$ cat config.mk
export PLATFORM = sky130hd
export DESIGN_NAME = path_delay_meter
export DESIGN_NICKNAME = d
export VERILOG_FILES = /design/src/rtl/path_delay_meter_pkg.sv /design/src/rtl/pdm_sync.sv /design/src/rtl/path_delay_meter.sv
export SDC_FILE = /design/constraint.sdc
export NUM_CORES = 1
export LEC_CHECK = 0
export ABC_CLOCK_PERIOD_IN_PS = 1600
export CAP_MARGIN = 20
export CORE_MARGIN = 3
export CORE_UTILIZATION = 49
export CTS_BUF_LIST = sky130_fd_sc_hd__clkbuf_4 sky130_fd_sc_hd__clkbuf_8 sky130_fd_sc_hd__clkbuf_16
export DETAILED_ROUTE_END_ITERATION = 6
export GPL_TIMING_DRIVEN = 0
export PLACE_DENSITY = 0.7
export REMOVE_ABC_BUFFERS = 1
export SYNTH_ARGS = -nofsm -noshare
export SYNTH_HDL_FRONTEND = slang
export SYNTH_HIERARCHICAL = 1
export SYNTH_SLANG_ARGS = --single-unit
$ cat constraint.sdc
create_clock -name clk -period 1.6 [get_ports clk]
set_input_delay 0.32 -clock clk [delete_from_list [all_inputs] [get_ports clk]]
set_output_delay 0.32 -clock clk [all_outputs]
set_load 0.1 [all_outputs]
$ cat src/rtl/path_delay_meter_pkg.sv
// Shared types and default sizing for the path delay meter.
package path_delay_meter_pkg;

  localparam int DEF_CNT_W   = 8;
  localparam int DEF_TIMEOUT = 200;

  typedef enum logic [1:0] {
    IDLE    = 2'd0,
    PRESET  = 2'd1,
    MEASURE = 2'd2,
    DONE    = 2'd3
  } state_e;

endpackage

$ cat src/rtl/pdm_sync.sv
// Two-flop synchronizer for the asynchronous sense input; both flops reset to 0.
module pdm_sync (
  input  logic clk,
  input  logic rst,
  input  logic d_i,
  output logic q_o
);

  logic [1:0] sync_q;

  always_ff @(posedge clk) begin
    if (rst) sync_q <= '0;
    else     sync_q <= {sync_q[0], d_i};
  end

  assign q_o = sync_q[1];

endmodule

$ cat src/rtl/path_delay_meter.sv
// Launches an edge into a gate path and counts cycles until the synchronized sense follows.
// Optional min/max statistics are built when PATH_DELAY_METER_MINMAX_EN is defined.
//
// state   | meaning
// IDLE    | waiting for start
// PRESET  | launch driven to the opposite level, waiting for the path to settle there
// MEASURE | measured edge launched, counting until sense reaches the expected level
// DONE    | one-cycle result pulse, then back to IDLE
module path_delay_meter
  import path_delay_meter_pkg::*;
#(
  parameter int CNT_W   = DEF_CNT_W,
  parameter int TIMEOUT = DEF_TIMEOUT
) (
  input  logic             clk,
  input  logic             rst,
  input  logic             start,
  input  logic             polarity,
  input  logic             invert,
  output logic             launch,
  input  logic             sense,
  output logic             busy,
  output logic             done,
  output logic [CNT_W-1:0] delay,
  output logic             timeout
`ifdef PATH_DELAY_METER_MINMAX_EN
  ,
  input  logic             clr_stats,
  output logic [CNT_W-1:0] min_delay,
  output logic [CNT_W-1:0] max_delay
`endif
);

  localparam logic [CNT_W-1:0] TO_VAL = CNT_W'(TIMEOUT);

  state_e           state_q;
  logic             exp_q, pol_q, launch_q, busy_q, done_q, timeout_q;
  logic [CNT_W-1:0] cnt_q, delay_q;
  logic [CNT_W-1:0] cnt_d, meas_val;
  logic             sense_s, cnt_at_to, meas_hit;

  pdm_sync u_sync (
    .clk (clk),
    .rst (rst),
    .d_i (sense),
    .q_o (sense_s)
  );

  // Counter saturates at TIMEOUT so it can never wrap.
  assign cnt_at_to = (cnt_q == TO_VAL);
  assign cnt_d     = cnt_at_to ? cnt_q : cnt_q + CNT_W'(1);
  assign meas_val  = cnt_q + CNT_W'(1);
  assign meas_hit  = (state_q == MEASURE) && (sense_s == exp_q);

  always_ff @(posedge clk) begin
    if (rst) begin
      state_q   <= IDLE;
      exp_q     <= 1'b0;
      pol_q     <= 1'b0;
      launch_q  <= 1'b0;
      busy_q    <= 1'b0;
      done_q    <= 1'b0;
      timeout_q <= 1'b0;
      cnt_q     <= '0;
      delay_q   <= '0;
    end else begin
      done_q <= 1'b0;
      case (state_q)
        IDLE: begin
          if (start) begin
            state_q  <= PRESET;
            exp_q    <= polarity ^ invert;
            pol_q    <= polarity;
            launch_q <= ~polarity;
            cnt_q    <= '0;
            busy_q   <= 1'b1;
          end
        end
        PRESET: begin
          cnt_q <= cnt_d;
          if (sense_s == ~exp_q) begin
            state_q  <= MEASURE;
            launch_q <= pol_q;
            cnt_q    <= '0;
          end else if (cnt_at_to) begin
            state_q   <= DONE;
            delay_q   <= TO_VAL;
            timeout_q <= 1'b1;
            done_q    <= 1'b1;
            busy_q    <= 1'b0;
          end
        end
        MEASURE: begin
          cnt_q <= cnt_d;
          // A match wins over a same-cycle timeout.
          if (meas_hit) begin
            state_q   <= DONE;
            delay_q   <= meas_val;
            timeout_q <= 1'b0;
            done_q    <= 1'b1;
            busy_q    <= 1'b0;
          end else if (cnt_at_to) begin
            state_q   <= DONE;
            delay_q   <= TO_VAL;
            timeout_q <= 1'b1;
            done_q    <= 1'b1;
            busy_q    <= 1'b0;
          end
        end
        DONE: begin
          state_q <= IDLE;
        end
        default: state_q <= IDLE;
      endcase
    end
  end

  assign launch  = launch_q;
  assign busy    = busy_q;
  assign done    = done_q;
  assign delay   = delay_q;
  assign timeout = timeout_q;

`ifdef PATH_DELAY_METER_MINMAX_EN
  logic [CNT_W-1:0] min_q, max_q;

  // Statistics land on the same edge that raises done.
  always_ff @(posedge clk) begin
    if (rst || clr_stats) begin
      min_q <= '1;
      max_q <= '0;
    end else if (meas_hit) begin
      if (meas_val < min_q) min_q <= meas_val;
      if (meas_val > max_q) max_q <= meas_val;
    end
  end

  assign min_delay = min_q;
  assign max_delay = max_q;
`endif

endmodule

==> run_results.csv <==
group,metric,value,unit
status,outcome,"finished with violations",
status,violations,"setup timing",
clocking,cts.sinks,26,
die,dieHeight,60.7,um
setup_path,reg2reg_depth,8,
synth,yosysTopAreaCell,"dfxtp_1",
synth,synthesis.area,1470,um2
die,rows,19,
setup_path,regToRegSetupSlack,-130,ps
cells_and_area,diodes,0,
synth,ys_async_sr_fraction,0,
place,port_buffers,17,
global_route,grt_pass1_wl,5440,um
sta,skew,8.74,ps
setup_path,crit_path_end_kind,"register",
synth,ys_warn_count,6,
global_route,gr-total-overflow,0,
synth,synthFlopType,"dfxtp_1",
setup_path,path_delay_family,"compound AO/OA/AOI/OAI gates",
power_and_ir_drop,ir_worst_vdd,0.000649,V
synth,yosysMostFrequentCell,"dfxtp_1",
setup_path,crit_path_top_delay_cell,"dfxtp_2",
setup_path,reg2reg_to,"delay[6]",
sta,hold_violations,0,
die,start_util,0.522,
clocking,ctsRootBufferMaster,"clkbuf_4",
sta,tightestPinTransition,544,ps
die,core,2810,um2
sta,min_period,1730,ps
setup_path,worst_path_most_repeated_cell,"buf_6",
setup_path,r2r_start,"cnt_q[1]",
setup_path,setup.worst_path.start,"cnt_q[1]",
routing,drt_wl_total,3730,um
sta,fin_ws,-129,ps
routing,viasPerCell,6.01,
synth,syn_area_per_cell,8.57,um2
setup_path,worstPathArrival,1990,ps
min_path,hold_depth,1,
global_route,globalRouteTotalUtil,0.198,
die,fp.dieW,60.7,um
routing,drt_iter0_drc,77,
place,dp_hpwl,2280,um
synth,syn-instance-count,171,
synth,synthDistinctLibCells,46,
setup_path,slowest_delay,360,ps
die,die-area,3680,um2
global_route,grt_pass1_vias,1230,
cells_and_area,nNetsFinal,210,
cells_and_area,drive_gt1_frac,0.352,
clocking,cts_htree_levels,1,
place,dp_slack,-712,ps
routing,avgRoutedWirePerCell,16.4,um
job,maxCapViolations,0,
routing,drt_pass1_iterations,4,
place,place_area,1630,um2
setup_path,path_cells,"inv_2 > ha_4 > nand4b_1 > buf_6 > o31ai_4 > buf_6 > nand3_4 > a221oi_2",
setup_path,crit_path_end,"delay[6]",
setup_path,crit_fanout,6,
power_and_ir_drop,p_leak,0.696,nW
routing,drc,0,
synth,synth_top_area_frac,0.355,
power_and_ir_drop,powerDensity,1110,nW/um2
setup_path,critPathRequiredTime,1860,ps
global_route,grt_max_degree,22,
sta,slew_headroom,0.639,
sta,fin_crit_sh,1.08,
setup_path,path_buf_inv,3,
setup_path,cp_num_cells,8,
global_route,antenna_found_initial,0,
routing,vias,1365,
clocking,tritoncts,"done",
min_path,hp-start,"u_sync/sync_q[0]",
synth,netlist_top_cells_count,"dfxtp_1, inv_1, nand2_1, nand3_1, nor2_1",
min_path,hold_class,"register to register",
sta,setup_viol,10,
clocking,clk_path_buf_depth,2,
die,ios,18,
clocking,hold_buffers,0,
sta,rsz0062_at_grt,"true",
cells_and_area,syn_to_final_growth,30.6,%
sta,slew_violations,0,
synth,yosys-top-cells-area,"dfxtp_1, ha_1, inv_1, nand3_1, a221oi_2",
synth,ys_seq_elements,26,
clocking,clk_pin_slew,150,ps
place,gp_congestion,0.817,
clocking,cts_buffers,3,
routing,ant_nets,0,
clocking,clk_latency,340,ps
synth,ys_seq_area_frac,0.355,
sta,max_freq,578,MHz
cells_and_area,finalInstanceArea,1910,um2
synth,synth-edff-count,0,
setup_path,path_class,"register to register",
setup_path,critPathLaunchType,"register",
-- routing by layer --
| layer | routed length (um) | global-route usage | part of all wire | vias to the layer above |
|---|---|---|---|---|
| met5 | 0 | 0 | 0 | - |
| met4 | 69 | 0.0867 | 0.018 | 0 |
| met3 | 216 | 0.0319 | 0.058 | 9 |
| met2 | 1790 | 0.308 | 0.48 | 46 |
| met1 | 1650 | 0.270 | 0.44 | 650 |
| li1 | - | - | - | 660 |
-- state kept, by name (all words and copies together) (netlist names) --
| name | flops |
|---|---|
| u_sync/sync_q | 2 |
| state_q | 2 |
| done | 1 |
| timeout | 1 |
| delay | 8 |
| cnt_q | 8 |
| pol_q | 1 |
| busy | 1 |
| launch | 1 |
| exp_q | 1 |
-- final cells by class --
type	instances	area (um2)
Clock buffer	3	22.5
Clock inverter	1	30.0
Sequential cell	26	543
Timing Repair Buffer	31	244
Inverter	16	62.6
Multi-Input combinational cell	119	972
Tap cell	31	38.8
Fill cell	217	892
-- power breakdown --
group	switching [mW]	internal (mW)	leakage, nW
Clock	0.215	0.254	0.0279
Sequential	0.0408	0.699	0.216
Combinational	0.560	0.349	0.452
-- how the worst min path moves through the flow --
| stage | endpoint | slack (ps) |
|---|---|---|
| floorplan | delay[3] | 390 |
| global placement | u_sync/sync_q[1] | 420 |
| detailed placement | u_sync/sync_q[1] | 430 |
| CTS | u_sync/sync_q[1] | 460 |
| global route | u_sync/sync_q[1] | 480 |
| finish | u_sync/sync_q[1] | 460 |
-- cell usage in the layout (no fill, tap or decap), types with 4 or more instances in the layout --
master | synthesis | final
dfxtp_4 | 0 | 5
buf_2 | 3 | 9
nor2_1 | 11 | 9
dfxtp_1 | 26 | 18
inv_1 | 16 | 12
nor2b_1 | 5 | 4
nand3_1 | 11 | 10
buf_4 | 0 | 11
a21oi_1 | 4 | 4
clkdlybuf4s50_1 | 0 | 4
a31oi_1 | 7 | 7
o21ai_0 | 5 | 5
nand2_1 | 11 | 11
ha_4 | 0 | 4
o21a_1 | 5 | 5
-- cells by family after synthesis --
| logic type | count (synthesis) | synth area share |
|---|---|---|
| buffers and inverters | 26 | 0.0743 |
| AOI/OAI and AO/OA | 41 | 0.220 |
| muxes | 1 | 0.00683 |
| DFF | 26 | 0.355 |
| and+or+nand+nor | 62 | 0.231 |
| xor gates and xnor gates | 8 | 0.0530 |
| adders and majority gates | 7 | 0.0598 |
-- per-stage QoR --
stage               setup TNS [ps]  total power, mW  utilization  instances  hold WS, ps
finish                        -732             2.12        0.682        227          458
floorplan                    -1300             1.26            -        161          386
global placement            -11950             1.41        0.579        209          421
CTS                           -384             2.01        0.647        220          457
global route                 -1530             2.22        0.682        227          476
detailed placement          -12590             1.42        0.579        209          425
-- timing repair --
item,4_1_cts,5_1_grt
setup endpoints to repair,34,33
gates resized for setup,63,45
buffers inserted,7,7
pin swaps,8,9
-- worst reg2reg max path, delay by kind of cell, from the launching register on --
| kind | cells | cell delay, ps |
|---|---|---|
| AOI/OAI and AO/OA | 2 | 500 |
| adders and majority gates | 1 | 140 |
| buffers and inverters | 3 | 430 |
| DFF | 1 | 360 |
| and+or+nand+nor | 2 | 220 |
(Power assumes the default switching activity.)
